**src/rtl/branch_predictor_pkg.sv**
```systemverilog
// Shared types and helpers for the fetch-side branch predictor:
// BHT counter encodings, the BTB entry layout and the 2-bit counter update.
package branch_predictor_pkg;

    localparam int unsigned XLEN = 32;

    typedef enum logic [1:0] {
        SNT = 2'b00,
        WNT = 2'b01,
        WT  = 2'b10,
        ST  = 2'b11
    } bht_state_e;

    // Tag is held at full XLEN width (right-justified); unused upper bits stay zero.
    typedef struct packed {
        logic            valid;
        logic            jmp;
        logic [XLEN-1:0] tag;
        logic [XLEN-1:0] target;
    } btb_entry_t;

    function automatic logic [1:0] sat2_update(input logic [1:0] counter, input logic taken);
        if (taken) begin
            return (counter == ST) ? counter : counter + 2'd1;
        end
        return (counter == SNT) ? counter : counter - 2'd1;
    endfunction

endpackage

```
**src/rtl/bp_btb.sv**
```systemverilog
// Direct-mapped branch target buffer: combinational read port plus a
// synchronous write port and a synchronous valid-bit invalidate port.
module bp_btb
#(
    parameter int unsigned ENTRIES = 16,
    parameter int unsigned IDX_W   = $clog2(ENTRIES)
)
(
    input  logic                              clk,
    input  logic                              rst_n,
    input  logic [IDX_W-1:0]                  rd_idx_i,
    output branch_predictor_pkg::btb_entry_t  rd_entry_o,
    input  logic                              wr_en_i,
    input  logic [IDX_W-1:0]                  wr_idx_i,
    input  branch_predictor_pkg::btb_entry_t  wr_entry_i,
    input  logic                              inv_en_i,
    input  logic [IDX_W-1:0]                  inv_idx_i
);
    import branch_predictor_pkg::*;

    btb_entry_t mem_q [ENTRIES];

    assign rd_entry_o = mem_q[rd_idx_i];

    always_ff @(posedge clk or negedge rst_n) begin
        if (!rst_n) begin
            for (int unsigned i = 0; i < ENTRIES; i++) begin
                mem_q[i] <= '0;
            end
        end else if (wr_en_i) begin
            mem_q[wr_idx_i] <= wr_entry_i;
        end else if (inv_en_i) begin
            mem_q[inv_idx_i].valid <= 1'b0;
        end
    end

endmodule

```
**src/rtl/branch_predictor.sv**
```systemverilog
// Fetch-side predictor: BTB + 2-bit BHT lookup, update from the execute
// resolve port, registered mispredict flush/redirect and saturating stats.
module branch_predictor
#(
    parameter int unsigned XLEN    = branch_predictor_pkg::XLEN,
    parameter int unsigned ENTRIES = 16,
    parameter int unsigned IDX_W   = $clog2(ENTRIES)
)
(
    input  logic            clk,
    input  logic            rst_n,
    input  logic [XLEN-1:0] if_pc,
    output logic            pred_taken,
    output logic [XLEN-1:0] pred_target,
    input  logic            ex_valid,
    input  logic [XLEN-1:0] ex_pc,
    input  logic            ex_is_branch,
    input  logic            ex_is_jump,
    input  logic            ex_taken,
    input  logic [XLEN-1:0] ex_target,
    input  logic            ex_pred_taken,
    input  logic [XLEN-1:0] ex_pred_target,
    output logic            flush,
    output logic [XLEN-1:0] redirect_pc,
    output logic [31:0]     stat_branches,
    output logic [31:0]     stat_mispred
);
    import branch_predictor_pkg::*;

    logic [IDX_W-1:0] if_idx, u_idx;
    logic [XLEN-1:0]  if_tag, u_tag;
    btb_entry_t       rd_entry, wr_entry;
    logic             hit, is_jmp, is_br, wr_en, inv_en, bht_we, mis;
    logic [1:0]       bht_q [ENTRIES];
    logic [1:0]       bht_d;
    logic             flush_q, flush_d;
    logic [XLEN-1:0]  redirect_q, redirect_d;
    logic [31:0]      branches_q, branches_d, mispred_q, mispred_d;

    assign if_idx = if_pc[IDX_W+1:2];
    assign if_tag = if_pc >> (IDX_W + 2);
    assign u_idx  = ex_pc[IDX_W+1:2];
    assign u_tag  = ex_pc >> (IDX_W + 2);

    bp_btb #(
        .ENTRIES (ENTRIES),
        .IDX_W   (IDX_W)
    ) u_btb (
        .clk        (clk),
        .rst_n      (rst_n),
        .rd_idx_i   (if_idx),
        .rd_entry_o (rd_entry),
        .wr_en_i    (wr_en),
        .wr_idx_i   (u_idx),
        .wr_entry_i (wr_entry),
        .inv_en_i   (inv_en),
        .inv_idx_i  (u_idx)
    );

    assign hit         = rd_entry.valid && (rd_entry.tag == if_tag);
    assign pred_taken  = hit && (rd_entry.jmp || bht_q[if_idx][1]);
    assign pred_target = hit ? rd_entry.target : '0;

    // A jump wins when both type flags are set.
    assign is_jmp = ex_is_jump;
    assign is_br  = ex_is_branch && !ex_is_jump;

    assign wr_en    = ex_valid && (is_jmp || (is_br && ex_taken));
    assign wr_entry = '{valid: 1'b1, jmp: is_jmp, tag: u_tag, target: ex_target};
    assign inv_en   = ex_valid && !ex_is_branch && !ex_is_jump && ex_pred_taken;
    assign bht_we   = ex_valid && is_br;
    assign bht_d    = sat2_update(bht_q[u_idx], ex_taken);

    assign mis = ex_valid && ((ex_taken != ex_pred_taken) ||
                              (ex_taken && ex_pred_taken && (ex_target != ex_pred_target)));

    always_comb begin
        flush_d    = mis;
        redirect_d = redirect_q;
        branches_d = branches_q;
        mispred_d  = mispred_q;
        if (mis) begin
            redirect_d = ex_taken ? ex_target : ex_pc + XLEN'(4);
        end
        if (ex_valid && (ex_is_branch || ex_is_jump) && (branches_q != '1)) begin
            branches_d = branches_q + 32'd1;
        end
        if (mis && (mispred_q != '1)) begin
            mispred_d = mispred_q + 32'd1;
        end
    end

    always_ff @(posedge clk or negedge rst_n) begin
        if (!rst_n) begin
            for (int unsigned i = 0; i < ENTRIES; i++) begin
                bht_q[i] <= WNT;
            end
            flush_q    <= 1'b0;
            redirect_q <= '0;
            branches_q <= '0;
            mispred_q  <= '0;
        end else begin
            if (bht_we) begin
                bht_q[u_idx] <= bht_d;
            end
            flush_q    <= flush_d;
            redirect_q <= redirect_d;
            branches_q <= branches_d;
            mispred_q  <= mispred_d;
        end
    end

    assign flush         = flush_q;
    assign redirect_pc   = redirect_q;
    assign stat_branches = branches_q;
    assign stat_mispred  = mispred_q;

endmodule

```
**config.mk**
```make
export PLATFORM = sky130hd
export DESIGN_NAME = branch_predictor
export DESIGN_NICKNAME = d
export VERILOG_FILES = /design/src/rtl/branch_predictor_pkg.sv /design/src/rtl/bp_btb.sv /design/src/rtl/branch_predictor.sv
export SDC_FILE = /design/constraint.sdc
export NUM_CORES = 2
export LEC_CHECK = 0
export ABC_CLOCK_PERIOD_IN_PS = 12400
export CELL_PAD_IN_SITES_DETAIL_PLACEMENT = 0
export CELL_PAD_IN_SITES_GLOBAL_PLACEMENT = 1
export CORE_MARGIN = 3
export CORE_UTILIZATION = 35
export CTS_BUF_LIST = sky130_fd_sc_hd__clkbuf_2 sky130_fd_sc_hd__clkbuf_4 sky130_fd_sc_hd__clkbuf_8
export CTS_CLUSTER_SIZE = 10
export DETAILED_ROUTE_END_ITERATION = 6
export GPL_TIMING_DRIVEN = 1
export PLACE_DENSITY_LB_ADDON = 0.1
export RECOVER_POWER = 100
export SYNTH_ARGS = -nofsm -noshare
export SYNTH_HDL_FRONTEND = slang
export SYNTH_SLANG_ARGS = --single-unit
```
**constraint.sdc**
```tcl
create_clock -name clk -period 12.4 [get_ports clk]
set_input_delay 2.48 -clock clk [delete_from_list [all_inputs] [get_ports clk]]
set_output_delay 2.48 -clock clk [all_outputs]
set_load 0.005 [all_outputs]
```
==> metrics.txt <==
run status finished with violations; failing checks capacitance limit, slew limit; pwr dens 169.7 nW/um^2; die area 151,700 sq um; drc violations 0; CP cell instances buf_8, clkbuf_2, mux4_1, mux4_2, xnor2_1, o2111ai_1, o21bai_4, buf_4, nor4_1, clkdlybuf4s50_1; Bufs and invs on worst path 4; top cell type's share of synthesized area 0.5216; Worst Hold Launch u_btb.mem_q[583]; Hold Buf Count CTS 0; WHS Endpoint u_btb.mem_q[583]; area occupied by registers 27,270 sq um; register clock-pin slew on the reported worst setup and hold paths 50 ps; # Max-Cap Violations 35; endpoints failing setup 0; critical path endpoint category primary output; Leak about 26 nW; Die W 389.5 um; CTS buffer count ~200; #FFs+latches synth 1,089; first-pass GRT wire length 240,200 um; Final Critical Period 10,730 ps; Max transition margin -2.926; largest net degree at the start of global routing 165; filler cell count around 14,000; hpwl dp 96,810 um; synth-to-layout area growth 15.51%; Routed WL per cell 27.65 um; total grt overflow 0; Die Span Y 389.5 um; R2R depth 7; most common cell after layout, fill and taps aside dfrtp_1; syn_area_per_cell 14.19 sq um; Worst setup SP type input pin; cts repair resizes 0; CP required slightly below 10,000 ps; row count 140; crit path max fanout 46; vias per cell ~5.4; cell family with most CP delay buffers and inverters; area of the multi-input gates 22,480 sq um; Clock Sinks 1,089; number of synthesized flops with an enable pin 0; Yosys top cell by area dfrtp_1; post-CTS setup buffers 0; TNS Setup 0 ps; layout cells sized above 1 0.4035; via count 31,680; Routed Antenna Nets 0; global-route usage over all layers 0.2158; worst vdd ir 73.46 uV; R2R Path Start stat_mispred[3]; slowest CP cell clkbuf_2; initial antenna violation count 19; most frequent cells in the layout dfrtp_1, mux2_2, mux4_2, clkbuf_8, nand2_1; crit path DAT approximately 8300 ps; vias in the first global route 33,540; Crit path largest cell delay 1430 ps; Final period util 0.8650; Hold Crit Class reg -> reg; Primary FF master, synth dfrtp_1; Max Slew Vio Count 1,456; kind of critical path in -> out; Hold Crit Depth 2; final instance area 59,460 sq um; f_max 0.09323 GHz; Cell Area, Synth 51,480 sq um; TritonCTS clock tree built; I/O pins roughly 270; Core Box Area roughly 150,000 sq um; worst-margin pin slew 5889 ps; RSZ-0062 raised after global routing no; Starting DRT DRC Count roughly 1,900; area post-placement 55,760 sq um; Syn. warnings 0; Initial Utilization 0.3528; worst reg2reg endpoint stat_mispred[31]; I/O Buffers 262; synth top area cells dfrtp_1, mux2_2, mux4_2; clock latency on the worst-skew pair a little under 900 ps; root buffer cell clkbuf_8; Netlist cell types 75; Worst Clk Skew between 30 and 40 ps; Post-Synthesis Cells between 3,000 and 4,000; Max Root-Sink Buffers 3; R2R Setup Slk roughly 9600 ps; final wirelength around 160,000 um; Final Net Count slightly below 4,000; Seq/Total Area, Yosys 0.5297; GP Congestion 0.7640; ys async rst share 1.000; H-tree levels 4; syn_nets 3,770; Final Hold Viols 0; Pre-Repair DR Iteration Count 5; Power Total 0.01009 W
## worst max-delay path by stage
stage	start	endpoint	slack, ps	cells past startpoint
3_5_place_dp	if_pc[2]	pred_taken	2220	10
5_1_grt	if_pc[2]	pred_target[25]	1310	10
3_3_place_gp	if_pc[2]	pred_taken	2250	10
4_1_cts	if_pc[2]	pred_taken	2220	10
2_1_floorplan	if_pc[4]	pred_target[10]	4970	11
6_report	if_pc[2]	pred_target[25]	1670	10
## synth_stat cells (all sizes together), types with 11 or more instances
cell type	instances
a211oi	12
a21oi	27
and4	11
buf	78
clkbuf	257
dfrtp	1073
dfstp	16
inv	18
mux2	935
mux2i	86
mux4	253
nand2	178
nand3	95
nand4	35
nor2	67
nor2b	11
nor3	39
nor4	52
o21ai	128
xnor2	77
xor2	62
## registers in the layout, indices dropped and copies added (netlist names)
name / cells
stat_mispred: 32
stat_branches: 32
redirect_pc: 32
flush: 1
bht_q: 32
u_btb.mem_q: 960
## worst register-to-register path: cells and delay by family, from the launching register on
| kind | cells | cell delay, ps |
|---|---|---|
| simple gates | 6 | 2080 |
| flops | 1 | 420 |
| xor+xnor | 1 | 170 |
## stage by stage
step	hold slack (ps)	cells	util	worst slack, ps
after floorplan	444.4	3627	-	4971
after global placement	456.2	5535	0.3822	2254
after detailed placement	465.0	5535	0.3822	2222
after CTS	477.3	5882	0.4104	2222
after global routing	500.0	5887	0.4074	1312
final	473.0	5894	0.4075	1674
## per-layer routing
metal | share of wire | global-route usage | up-vias
met5 | 0.00039 | 0 | -
met4 | 0.018 | 0.05203 | 10
met3 | 0.046 | 0.03961 | 227
met2 | 0.46 | 0.3441 | 660
met1 | 0.47 | 0.3054 | 17050
li1 | - | - | 13730
## area by class of cell
class / instances / share of cell area
diodes: 12 / 0.0005050
flip-flops and latches: 1089 / 0.4586
clock inverters: 19 / 0.002630
multi-input cells: 2182 / 0.3781
clock buffers: 328 / 0.06666
inverters: 21 / 0.001368
repair buffers: 326 / 0.05180
well taps: 1917 / 0.04034
## cell families (layout without fill, tap and decap cells)
logic type	Yosys count	count (layout)	synth area share
AO/OA/AOI/OAI	232	232	0.02771
adder cells (fa/ha/maj)	10	10	0.002333
XOR/XNOR	139	139	0.02365
multiplexers	1274	1274	0.3323
AND/OR/NAND/NOR	527	527	0.05374
flip-flops	1089	1089	0.5297
other	0	12	0
buffers and inverters	356	694	0.03053
## power by group
group	total, W	switching, W	internal (W)	leakage [nW]
logic	0.00184	0.000776	0.00106	10.0
clock network	0.00356	0.00154	0.00202	2.21
registers	0.00470	0.000378	0.00432	13.7
total	0.0101	0.00269	0.00740	25.9
(Power assumes the default switching activity.)
